--- src/rtl/icache_mem_ctrl.sv ---
// Instruction-side RAM controller for two cores: round-robin arbitration,
// one outstanding word fetch at a time, abortable while the RAM access is pending.
module icache_mem_ctrl #(
  parameter int WORD_W = 32
) (
  input  logic              CLK,
  input  logic              nRST,
  input  logic [1:0]        iREN,
  input  logic [WORD_W-1:0] iaddr0,
  input  logic [WORD_W-1:0] iaddr1,
  output logic [1:0]        iwait,
  output logic [WORD_W-1:0] iload0,
  output logic [WORD_W-1:0] iload1,
  input  logic              dbusy,
  output logic              ramREN,
  output logic [WORD_W-1:0] ramaddr,
  input  logic [WORD_W-1:0] ramload,
  input  logic              ramready
);

  typedef enum logic [1:0] {IDLE, ISSUE, DONE} state_t;

  state_t            state_reg, state_next;
  logic              grant_reg, grant_next;
  logic              last_grant_reg, last_grant_next;
  logic [WORD_W-1:0] addr_reg, addr_next;
  logic [WORD_W-1:0] data_reg, data_next;

  logic              req_grant;
  logic [WORD_W-1:0] req_addr;
  logic [WORD_W-1:0] held_addr;

  // On a tie the core that did not win last time gets the grant.
  assign req_grant = (iREN == 2'b11) ? ~last_grant_reg : iREN[1];
  assign req_addr  = req_grant ? {iaddr1[WORD_W-1:2], 2'b00} : {iaddr0[WORD_W-1:2], 2'b00};
  assign held_addr = grant_reg ? {iaddr1[WORD_W-1:2], 2'b00} : {iaddr0[WORD_W-1:2], 2'b00};

  always_ff @(posedge CLK or negedge nRST) begin
    if (!nRST) begin
      state_reg      <= IDLE;
      grant_reg      <= 1'b0;
      last_grant_reg <= 1'b1;
      addr_reg       <= '0;
      data_reg       <= '0;
    end else begin
      state_reg      <= state_next;
      grant_reg      <= grant_next;
      last_grant_reg <= last_grant_next;
      addr_reg       <= addr_next;
      data_reg       <= data_next;
    end
  end

  always_comb begin
    state_next      = state_reg;
    grant_next      = grant_reg;
    last_grant_next = last_grant_reg;
    addr_next       = addr_reg;
    data_next       = data_reg;
    unique case (state_reg)
      IDLE: begin
        if (!dbusy && (iREN != 2'b00)) begin
          grant_next = req_grant;
          addr_next  = req_addr;
          state_next = ISSUE;
        end
      end
      ISSUE: begin
        // A withdrawn or redirected request wins over data arriving in the same cycle.
        if (!iREN[grant_reg] || (held_addr != addr_reg)) begin
          state_next = IDLE;
        end else if (ramready) begin
          data_next  = ramload;
          state_next = DONE;
        end
      end
      DONE: begin
        last_grant_next = grant_reg;
        state_next      = IDLE;
      end
      default: state_next = IDLE;
    endcase
  end

  assign ramREN  = (state_reg == ISSUE);
  assign ramaddr = (state_reg == ISSUE) ? addr_reg : '0;
  assign iload0  = data_reg;
  assign iload1  = data_reg;

  for (genvar gi = 0; gi < 2; gi++) begin : g_iwait
    assign iwait[gi] = !((state_reg == DONE) && (grant_reg == 1'(gi)));
  end

endmodule

--- config.mk ---
export PLATFORM = sky130hd
export DESIGN_NAME = icache_mem_ctrl
export DESIGN_NICKNAME = d
export VERILOG_FILES = /design/src/rtl/icache_mem_ctrl.sv
export SDC_FILE = /design/constraint.sdc
export NUM_CORES = 1
export LEC_CHECK = 0
export ABC_CLOCK_PERIOD_IN_PS = 3500
export BUFFER_PORTS_ARGS = -buffer_cell sky130_fd_sc_hd__buf_2
export CAP_MARGIN = 30
export CORE_MARGIN = 2
export CORE_UTILIZATION = 50
export DETAILED_ROUTE_END_ITERATION = 10
export PLACE_DENSITY = 0.87
export SLEW_MARGIN = 20
export SYNTH_ARGS = -nofsm -noshare
export SYNTH_HDL_FRONTEND = slang
export SYNTH_SLANG_ARGS = --single-unit
--- constraint.sdc ---
create_clock -name CLK -period 3.5 [get_ports CLK]
set_clock_uncertainty 0.1 [all_clocks]
set_input_delay 0.7 -clock CLK [delete_from_list [all_inputs] [get_ports CLK]]
set_output_delay 0.7 -clock CLK [all_outputs]
set_load 0.01 [all_outputs]
# After elaboration in Yosys (flattened, before gate mapping)
# Index checks and enable logic that the tools add are counted.
# word_totals
ff_bits	68
word_cells	38
output_inout_bits	99
inputBits	102
# op_classes
reduce_logical	13
order_cmp	1
muxes	10
eq_ne	6
bitwise_logic	3
# ops
cell	count
$mux W32	3
$ne A32 B32 Y1	1
$mux W2	3
$eq A2 B2 Y1 const B	2
$logic_not A1 Y1	4
$pmux W2 S2	1
$reduce_and A2 Y1	2
$logic_and A1 B1 Y1	3
$mux W1	3
$ne A3 B1 Y1 const B	1
$not A1 Y1	3
$reduce_and A3 Y1	1
$eq A2 B1 Y1 const B	1
$logic_not A2 Y1	1
$lt A1 B2 Y1 const B	1
$ne A2 B2 Y1 const B	1
$reduce_bool A2 Y1	1
$logic_or A1 B1 Y1	1

# Depth between registers and ports, before layout
# Gate-level depths: netlist of the first run.
# depth
ltp_word	6
mapped_depth	9
mapped_depth_nobuf	6

# Least setup slack after synthesis of the first run
# Ideal clock, no wire load.
# synth_timing
kind	input to register
startpoint	in iaddr1[15]
endpoint	reg data_reg[11] (netlist: iload0[11])
arrival_time_ps	2217
required_ps	3275
path_slack_ps	1058
setup_ps	125
path_buffers	1
cell_stages	7
cell_sequence	mux2i_1 xnor2_1 nor4_2 nand4_1 nor3_4 buf_6 mux2_2
# synth_via
elab_chain_len	5
# synth_rtl
element	line	source
start, declared	10	input logic [WORD_W-1:0] iaddr1,
$mux W32	36	assign held_addr = grant_reg ? {iaddr1[WORD_W-1:2], 2'b00} : {iaddr0[WORD_W-1:2], 2'b00};
$ne A32 B32 Y1	70	if (!iREN[grant_reg] || (held_addr != addr_reg)) begin
$logic_or A1 B1 Y1	70	
$not A1 Y1 (no line)	--	
$reduce_and A3 Y1 (no line)	--	
end signal, assigned	50	data_reg <= data_next;
end, declared	27	logic [WORD_W-1:0] data_reg, data_next;
# No other way between the ends.
# A chain may end at the register's enable or synchronous reset.

# Final worst setup path of the first run
# layout_timing
startpoint	reg grant_reg
endpoint	reg data_reg[30] (netlist: iload0[30])
# layout_via
elab_chain_len	6
elab_cells_between_ends	8
classes_between	eq/ne: 1; mux: 3; bitwise: 1; reduce/logical: 3
# layout_rtl
element	line	source
start, declared	24	logic grant_reg, grant_next;
start signal, assigned	47	grant_reg <= grant_next;
branches (longest 3 deep; another with $mux W32)	--	
$logic_or A1 B1 Y1 (*)	70	
$not A1 Y1 (no line) (*)	--	
$reduce_and A3 Y1 (no line) (*)	--	
# Mark *: on every way between the ends. The select of a mux whose other input is x is not followed.

==> results.sh, run 1 <==
export IMPL_ctsResizeCount=0
export IMPL_cts_made_buffers=9
export IMPL_clk_path_buf_depth=2
export IMPL_area_share_of_xor_xnor_cells_in_the_synthesized_design_pct=6.67
export IMPL_worstPathRequired_ns=3.62
export IMPL_synthAdderAreaFrac_pct=0
export IMPL_filler_cell_count=638
export IMPL_power_sequential_fraction_pct=46.5
export IMPL_final_period_minus_worst_setup_slack_ns=3.10
export IMPL_globalplace_congestion=0.806
export IMPL_grt_pass1_wl_mm=14.9
export IMPL_dpl_hpwl_mm=7.33
export IMPL_cts_root_buffer_cell="clkbuf_8"
export IMPL_r2r_start="grant_reg"
export IMPL_post_synth_mux_area_share_pct=25.0
export IMPL_syn_mean_instance_area_um2=10.7
export IMPL_cellInternalPower_mw=1.34
export IMPL_synthesis_area_mm2=0.00394
export IMPL_ant_nets=0
export IMPL_clockPowerShare_pct=28.7
export IMPL_share_of_cells_above_drive_strength_1_pct=47.7
export IMPL_post_cts_setup_buffers=0
export IMPL_synth_seq_area_share_pct=42.0
export IMPL_final_hold_viol_count=0
export IMPL_drc=0
export IMPL_cts_reportedPaths_clkPinSlew_ns=0.07
export IMPL_floorplan_die_width_um=92.7
export IMPL_drt_pass1_iterations=4
export IMPL_flow_area_growth_from_synthesis_pct=25.0
export IMPL_detail_route_iter0_violations=62
export IMPL_switching_share_pct=31.6
export IMPL_outcome="finished, final reports clean"
export IMPL_timing_hold_worst_class="reg2reg"
export IMPL_number_of_antenna_violations_at_the_first_check_in_global_routing=1
export IMPL_layout_common_cells="194 x buf_2, 64 x dfrtp_1, 60 x mux2i_1"
export IMPL_synthesis_yosys_warnings=0
export IMPL_synth_top_family_by_area="multiplexers"
export IMPL_r2r_end="iload0[30]"
export IMPL_timing_max_cap_violations=0
export IMPL_data_arrival_time_of_the_critical_path_ns=3.22
export IMPL_r2r_setup_slack_ns=0.40
export IMPL_rows=32
export IMPL_area_fraction_in_compound_gates_after_synthesis_pct=4.26
export IMPL_die_h_um=92.7
export IMPL_gr_usage_all_layers_pct=22.3
export IMPL_final_min_period_over_clock_period_pct=88.7
export IMPL_grt_pass1_vias=3174
export IMPL_yosys_area_share_simple_pct=12.4
export IMPL_ctsHtreeMaxLevel=3
export IMPL_timing_final_max_slew_violations=0
export IMPL_clk_latency_ns=0.34
export IMPL_numPortBuffers=194
export IMPL_cts_hold_buf=0
export IMPL_start_util_pct=51.2
export IMPL_wl_per_cell_um=15.3
export IMPL_critical_path_endpoint="iload0[30]"
export IMPL_flops_latches_synth=66
export IMPL_final_setup_viol_count=0
export IMPL_antenna_cells_inserted=0
export IMPL_totalPowerFinal_mw=1.95
export IMPL_criticalPathCategory="reg2reg"
export IMPL_die_area_mm2=0.00860
export IMPL_slew_headroom_pct=44.4
export IMPL_timing_fmax_mhz=322
export IMPL_top_level_ports=201
export IMPL_rr_worst_depth=8
export IMPL_vias_per_cell=5.12
export IMPL_total_switching_power_mw=0.618
export IMPL_drt_total_wl_mm=9.70
export IMPL_layout_nets=629
export IMPL_vias=3249
export IMPL_largest_register_ffs=32
export IMPL_setup_tns_ns=0
export IMPL_combPwrFrac_pct=24.8
export IMPL_clock_sinks=66
export IMPL_synthCells=368
export IMPL_tightest_slew_ns=0.831
export IMPL_vdd_ir_drop_max_uv=239
export IMPL_rsz0062_at_grt="no"
export IMPL_grt_start_max_net_pins=67
export IMPL_crit_path_start_kind="flop"
export IMPL_largest_fanout_on_the_critical_path=32
export IMPL_timing_critical_path_from="grant_reg"
export IMPL_tritoncts="done"
export IMPL_final_common_cell="buf_2"
export IMPL_yosys_cell_types_count=25
export IMPL_min_delay_path_depth=2
export IMPL_overflow=0
export IMPL_core_area_mm2=0.00769
export IMPL_critical_path_endpoint_type="flop"
export IMPL_cellLeakagePower_nw=2.74
export IMPL_power_density_cell_area_mw_per_mm2=397
cells by family (layout without fill, tap and decap cells):
group | Yosys count | after routing
muxes | 94 | 94
and+or+nand+nor | 89 | 89
other | 1 | 2
buffers and inverters | 55 | 218
AOI/OAI and AO/OA | 33 | 33
DFF | 66 | 66
xor gates and xnor gates | 30 | 30
synth_stat cells, drive strengths merged:
master	count	share of area, %
dfrtp	65	41
mux2	34	9.7
or3	2	0.32
buf	41	8.3
nor4	13	2.2
nor2b	1	0.16
o21ai	32	4.1
xnor2	30	6.7
conb	1	0.095
dfstp	1	0.67
nor3	5	0.92
and2	30	4.8
nand2	33	3.1
nand3b	1	0.19
a21boi	1	0.19
clkbuf	12	1.1
nand4	4	0.64
inv	2	0.19
mux2i	60	15
power by group through the flow:
stage,logic (mW),registers (mW),clock network (mW)
detailed placement,0.489,0.923,0
finish,0.484,0.908,0.561
global route,0.535,0.921,0.614
CTS,0.491,0.909,0.575
floorplan,0.349,0.882,0
global placement,0.479,0.916,0
stage by stage:
step | hold slack (ns) | area, um2 | setup WS [ns] | cells | util (%)
final | 0.414 | 4920 | 0.396 | 634 | 64.0
after global placement | 0.393 | 4750 | 0.462 | 618 | 61.8
after floorplan | 0.304 | 3940 | 1.06 | 369 | -
after global routing | 0.431 | 4920 | 0.124 | 634 | 64.0
after CTS | 0.415 | 4920 | 0.362 | 634 | 64.0
after detailed placement | 0.405 | 4750 | 0.408 | 618 | 61.8
worst max-delay path: stages, from the launching register on:
cell     delay (ns)
dfrtp_2        0.89
buf_4          0.32
mux2i_1        0.23
xnor2_1        0.12
nor4_1         0.28
nand4_1        0.21
nor3_4         0.21
buf_12         0.24
mux2_2         0.37
how the worst min path moves through the flow:
stage / startpoint / endpoint / slack (ns)
2_1_floorplan: nRST / addr_reg[10] / 0.30
3_3_place_gp: last_grant_reg / last_grant_reg / 0.39
3_5_place_dp: last_grant_reg / last_grant_reg / 0.41
4_1_cts: last_grant_reg / last_grant_reg / 0.41
5_1_grt: last_grant_reg / last_grant_reg / 0.43
6_report: last_grant_reg / last_grant_reg / 0.41
area by class of cell:
class	count	area [um2]	area share (%)
Multi-Input combinational cell	248	1930	39.3
Timing Repair Buffer	200	1030	20.9
Tap cell	102	128	2.59
Clock inverter	5	30.0	0.610
Inverter	2	7.51	0.153
Sequential cell	66	1650	33.6
Clock buffer	11	141	2.87
per-layer routing:
layer	up-vias	global-route usage (%)	share of wire, %
met4	0	8.58	1.9
met3	18	5.45	7.0
met1	1542	25.5	42
met2	133	40.0	50
met5	-	0	0
li1	1556	-	-
Note: power is estimated with default switching activity, not from simulation.
==> inputs of run 2 (changes only) <==
==> constraint.sdc (replaced) <==
create_clock -name CLK -period 3.5 [get_ports CLK]
set_clock_uncertainty 0.1 [all_clocks]
set_input_delay 0.7 -clock CLK [delete_from_list [all_inputs] [get_ports CLK]]
set_output_delay 0.7 -clock CLK [all_outputs]
set_load 0.1 [all_outputs]
==> run 2 against run 1 <==
Against the previous run:
- utilization grew 0.41 points
- global-route usage rose by 0.23 points
- largest cell class unchanged
- sequential cell count unchanged
- count of clock-buffer cells in the layout decreased by 1
- critical path type unchanged
- critical path depth unchanged
- wire length grew 0.55%
- first-iteration DRC count shrank 23%
==> results.sh, run 2 (same netlist as run 1, synthesis figures left out) <==
export IMPL_ctsResizeCount=0
export IMPL_holdWs_ns=0.411
export IMPL_power_sequential_fraction_pct=39.4
export IMPL_crit_path_start_kind="flop"
export IMPL_final_common_cell="buf_2"
export IMPL_layout_common_cells="194 x buf_2, 64 x dfrtp_1, 60 x mux2i_1"
export IMPL_combPwrFrac_pct=31.6
export IMPL_worstPathRequired_ns=3.61
export IMPL_die_h_um=92.7
export IMPL_cellLeakagePower_nw=2.76
export IMPL_ctsHtreeMaxLevel=3
export IMPL_overflow=0
export IMPL_cellInternalPower_mw=1.42
export IMPL_core_area_mm2=0.00769
export IMPL_power_density_cell_area_mw_per_mm2=453
export IMPL_tightest_slew_ns=0.871
export IMPL_outcome="finished, final reports clean"
export IMPL_antenna_cells_inserted=0
export IMPL_start_util_pct=51.2
export IMPL_layout_core_utilization_pct=64.4
export IMPL_drt_pass1_iterations=4
export IMPL_flow_area_growth_from_synthesis_pct=25.8
export IMPL_criticalPathCategory="reg2reg"
export IMPL_layout_nets=629
export IMPL_clk_latency_ns=0.33
export IMPL_vias=3206
export IMPL_worst_slack_ns=0.557
export IMPL_vdd_ir_drop_max_uv=255
export IMPL_detail_route_iter0_violations=48
export IMPL_vias_per_cell=5.06
export IMPL_critical_path_endpoint_type="flop"
export IMPL_largest_register_ffs=32
export IMPL_clockPowerShare_pct=29.0
export IMPL_final_min_period_over_clock_period_pct=84.1
export IMPL_timing_hold_worst_class="reg2reg"
export IMPL_share_of_cells_above_drive_strength_1_pct=47.9
export IMPL_final_period_minus_worst_setup_slack_ns=2.94
export IMPL_timing_max_cap_violations=0
export IMPL_drc=0
export IMPL_grt_pass1_vias=3134
export IMPL_grt_start_max_net_pins=67
export IMPL_rows=32
export IMPL_die_area_mm2=0.00860
export IMPL_tritoncts="done"
export IMPL_total_switching_power_mw=0.826
export IMPL_clock_sinks=66
export IMPL_cts_made_buffers=9
export IMPL_number_of_antenna_violations_at_the_first_check_in_global_routing=0
export IMPL_floorplan_die_width_um=92.7
export IMPL_timing_final_max_slew_violations=0
export IMPL_top_level_ports=201
export IMPL_clk_path_buf_depth=2
export IMPL_post_cts_setup_buffers=0
export IMPL_cts_root_buffer_cell="clkbuf_8"
export IMPL_data_arrival_time_of_the_critical_path_ns=3.05
export IMPL_dpl_hpwl_mm=7.34
export IMPL_ant_nets=0
export IMPL_final_hold_viol_count=0
export IMPL_numPortBuffers=194
export IMPL_cts_reportedPaths_clkPinSlew_ns=0.08
export IMPL_gr_usage_all_layers_pct=22.5
export IMPL_slew_headroom_pct=41.7
export IMPL_totalPowerFinal_mw=2.24
export IMPL_filler_cell_count=645
export IMPL_setup_tns_ns=0
export IMPL_largest_fanout_on_the_critical_path=32
export IMPL_globalplace_congestion=0.832
export IMPL_drt_total_wl_mm=9.75
export IMPL_timing_fmax_mhz=340
export IMPL_cts_hold_buf=0
export IMPL_wl_per_cell_um=15.4
export IMPL_place_worst_setup_slack_ns=0.459
export IMPL_rsz0062_at_grt="no"
export IMPL_switching_share_pct=36.8
export IMPL_final_setup_viol_count=0
export IMPL_grt_pass1_wl_mm=15.1
[run 2: per-stage QoR]
stage               instance area [um2]  instances
floorplan                          3940        369
global placement                   4750        618
detailed placement                 4750        618
CTS                                4950        634
global route                       4950        634
finish                             4950        634
[run 2: cell type report]
| cell class | instances | area (um2) | area share [%] |
|---|---|---|---|
| Clock buffer | 10 | 138 | 2.78 |
| Clock inverter | 6 | 65.1 | 1.31 |
| Inverter | 2 | 7.51 | 0.152 |
| Multi-Input combinational cell | 248 | 1930 | 39.0 |
| Sequential cell | 66 | 1650 | 33.4 |
| Tap cell | 102 | 128 | 2.58 |
| Timing Repair Buffer | 200 | 1030 | 20.8 |
[run 2: final timing paths]
kind / startpoint / end / slack (ns) / cells after the start
hold / removal: last_grant_reg / last_grant_reg / 0.41 / 2
hold reg to reg: last_grant_reg / last_grant_reg / 0.41 / 2
max in group asynchronous: nRST / grant_reg / 2.23 / 2
min in group asynchronous: nRST / iload0[28] / 0.46 / 2
setup / recovery: grant_reg / iload0[30] / 0.56 / 8
setup reg to reg: grant_reg / iload0[30] / 0.56 / 8
[run 2: critical path, stage by stage, from the launching register on]
cell and delay (ns):
dfrtp_2 0.42, buf_12 0.24, mux2i_1 0.26, xnor2_1 0.12
nor4_2 0.40, nand4_1 0.24, nor3_4 0.21, buf_4 0.39
mux2_2 0.40
[run 2: per-layer routing]
| metal | vias up | GRT usage (%) | part of all wire (%) |
|---|---|---|---|
| met3 | 10 | 4.64 | 6.7 |
| met1 | 1509 | 27.3 | 41 |
| met4 | 0 | 6.62 | 1.1 |
| li1 | 1552 | - | - |
| met2 | 135 | 40.3 | 51 |
| met5 | - | 0 | 0 |
[run 2: power groups by stage]
| stage | logic, mW | registers [mW] | clock network (mW) |
|---|---|---|---|
| finish | 0.709 | 0.883 | 0.651 |
| global placement | 0.705 | 0.893 | 0 |
| floorplan | 0.545 | 0.882 | 0 |
| detailed placement | 0.714 | 0.897 | 0 |
| CTS | 0.717 | 0.883 | 0.671 |
| global route | 0.761 | 0.893 | 0.706 |
==> inputs of run 3 (changes only) <==
ABC_CLOCK_PERIOD_IN_PS = 2500   (was 3500)
CORE_UTILIZATION = 42   (was 50)
PLACE_DENSITY = 0.78   (was 0.87)
clock period = 2.5 ns   (was 3.5 ns; I/O delays follow)
==> run 3 against run 2 <==
Against the previous run:
- the run now ends with negative setup slack left
- clock power rose by 23%
- die area rose by 18%
- critical path type unchanged
- critical path depth rose by 1
- critical endpoint is now iload0[29]
- worst setup slack got worse by 0.67 ns
- total power rose by 43%
- first-iteration DRC count rose by 35%
- count of clock-buffer cells in the layout rose by 1
- via count rose by 2.3%
- non-clock buffer count rose by 18
==> results.sh, run 3 (same netlist as run 1, synthesis figures left out) <==
export IMPL_outcome="complete, but fails checks"
export IMPL_violations="negative setup slack"
export IMPL_cts_hold_buf=0
export IMPL_ant_nets=0
export IMPL_tightest_slew_ns=0.853
export IMPL_final_min_period_over_clock_period_pct=105
export IMPL_place_detailed_instances=644
export IMPL_ctsHtreeMaxLevel=3
export IMPL_wl_per_cell_um=15.6
export IMPL_die_area_mm2=0.0102
export IMPL_drt_total_wl_mm=10.3
export IMPL_critical_path_endpoint_type="flop"
export IMPL_clock_sinks=66
export IMPL_crit_path_start_kind="flop"
export IMPL_layout_nets=647
export IMPL_layout_common_cells="162 x buf_2, 64 x dfrtp_1, 58 x mux2i_1"
export IMPL_overflow=0
export IMPL_globalplace_congestion=0.790
export IMPL_cts_root_buffer_cell="clkbuf_8"
export IMPL_final_setup_viol_count=32
export IMPL_vias_per_cell=4.96
export IMPL_rows=35
export IMPL_clk_path_buf_depth=2
export IMPL_detail_route_iter0_violations=65
export IMPL_final_hold_viol_count=0
export IMPL_drc=0
export IMPL_flow_area_growth_from_synthesis_pct=35.5
export IMPL_multi_input_comb_area_mm2=0.00195
export IMPL_timing_max_cap_violations=0
export IMPL_vdd_ir_drop_max_uv=379
export IMPL_rsz0062_at_grt="yes"
export IMPL_floorplan_die_width_um=101
export IMPL_timing_hold_worst_class="in2async"
export IMPL_sequential_cell_area_in_the_final_layout_mm2=0.00165
export IMPL_largest_register_ffs=32
export IMPL_clk_latency_ns=0.34
export IMPL_top_level_ports=201
export IMPL_worstPathRequired_ns=2.62
export IMPL_grt_pass1_wl_mm=16.0
export IMPL_start_util_pct=43.0
export IMPL_vias=3280
export IMPL_data_arrival_time_of_the_critical_path_ns=2.74
export IMPL_power_density_cell_area_mw_per_mm2=602
export IMPL_timing_final_max_slew_violations=0
export IMPL_cts_reportedPaths_clkPinSlew_ns=0.07
export IMPL_final_common_cell="buf_2"
export IMPL_die_h_um=101
export IMPL_largest_fanout_on_the_critical_path=32
export IMPL_timing_fmax_mhz=383
export IMPL_criticalPathCategory="reg2reg"
export IMPL_drt_pass1_iterations=4
export IMPL_setup_tns_ns=-3.18
export IMPL_antenna_cells_inserted=0
export IMPL_filler_cell_count=788
export IMPL_gr_usage_all_layers_pct=20.4
export IMPL_cts_made_buffers=9
export IMPL_dpl_hpwl_mm=7.96
export IMPL_grt_pass1_vias=3285
export IMPL_worst_slack_ns=-0.113
export IMPL_number_of_antenna_violations_at_the_first_check_in_global_routing=0
export IMPL_final_period_minus_worst_setup_slack_ns=2.61
export IMPL_final_instance_count_excl_fill=661
export IMPL_grt_start_max_net_pins=67
export IMPL_share_of_cells_above_drive_strength_1_pct=51.5
export IMPL_numPortBuffers=194
export IMPL_r2r_setup_slack_ns=-0.11
export IMPL_cellLeakagePower_nw=2.87
export IMPL_slew_headroom_pct=43.1
export IMPL_tritoncts="done"
export IMPL_core_area_mm2=0.00915
-- run 3: metal layers --
metal  wire (um)  part of all wire, %  GRT usage (%)
met2        5200                   50           35.8
met5           0                    0              0
met1        4280                   41           24.9
met3         633                  6.1           4.44
met4         204                  2.0           6.11
-- run 3: repair_timing --
action                                  4_1_cts  5_1_grt
pin swaps                                     2        1
endpoints found under the setup margin       32       52
gates cloned                                  0        0
buffers inserted                              1        0
resized for setup                             3       20
-- run 3: area by class of cell --
| class | instances | share of cell area, % |
|---|---|---|
| Tap cell | 111 | 2.60 |
| Clock buffer | 11 | 2.65 |
| Inverter | 2 | 0.141 |
| Timing Repair Buffer | 218 | 26.4 |
| Clock inverter | 5 | 0.563 |
| Sequential cell | 66 | 31.0 |
| Multi-Input combinational cell | 248 | 36.6 |
-- run 3: path summary, 6_finish.rpt --
| path | to | from | cells past startpoint |
|---|---|---|---|
| setup / recovery | iload0[29] | grant_reg | 9 |
| hold / removal | iload0[16] | nRST | 1 |
| setup reg to reg | iload0[29] | grant_reg | 9 |
| hold reg to reg | iload0[5] | iload0[5] | 1 |
| max in group asynchronous | grant_reg | nRST | 1 |
| min in group CLK | iload0[10] | ramload[10] | 2 |
-- run 3: report_power, final --
part | switching (mW) | internal [mW] | total, mW
Combinational | 0.694 | 0.476 | 1.17
Clock | 0.421 | 0.382 | 0.803
Sequential | 0.0808 | 1.16 | 1.24
-- run 3: stage by stage --
stage / util (%) / power (mW) / setup WS [ns] / hold WS (ns) / instance area (um2)
after floorplan: - / 2.00 / 0.114 / 0.104 / 3950
after global placement: 55.7 / 2.39 / -0.0831 / 0.381 / 5090
after detailed placement: 55.7 / 2.42 / -0.161 / 0.394 / 5090
after CTS: 57.7 / 3.24 / -0.131 / 0.197 / 5280
after global routing: 58.3 / 3.38 / -0.266 / 0.242 / 5330
final: 58.3 / 3.21 / -0.113 / 0.176 / 5330
-- run 3: worst max-delay path, stage by stage, from the launching register on --
cell and delay, ns:
dfrtp_2 0.39, buf_12 0.18, mux2i_1 0.22, xnor2_1 0.12, nor4_1 0.30, buf_4 0.17, nand4_1 0.15, nor3_4 0.25
buf_12 0.23, mux2_2 0.36
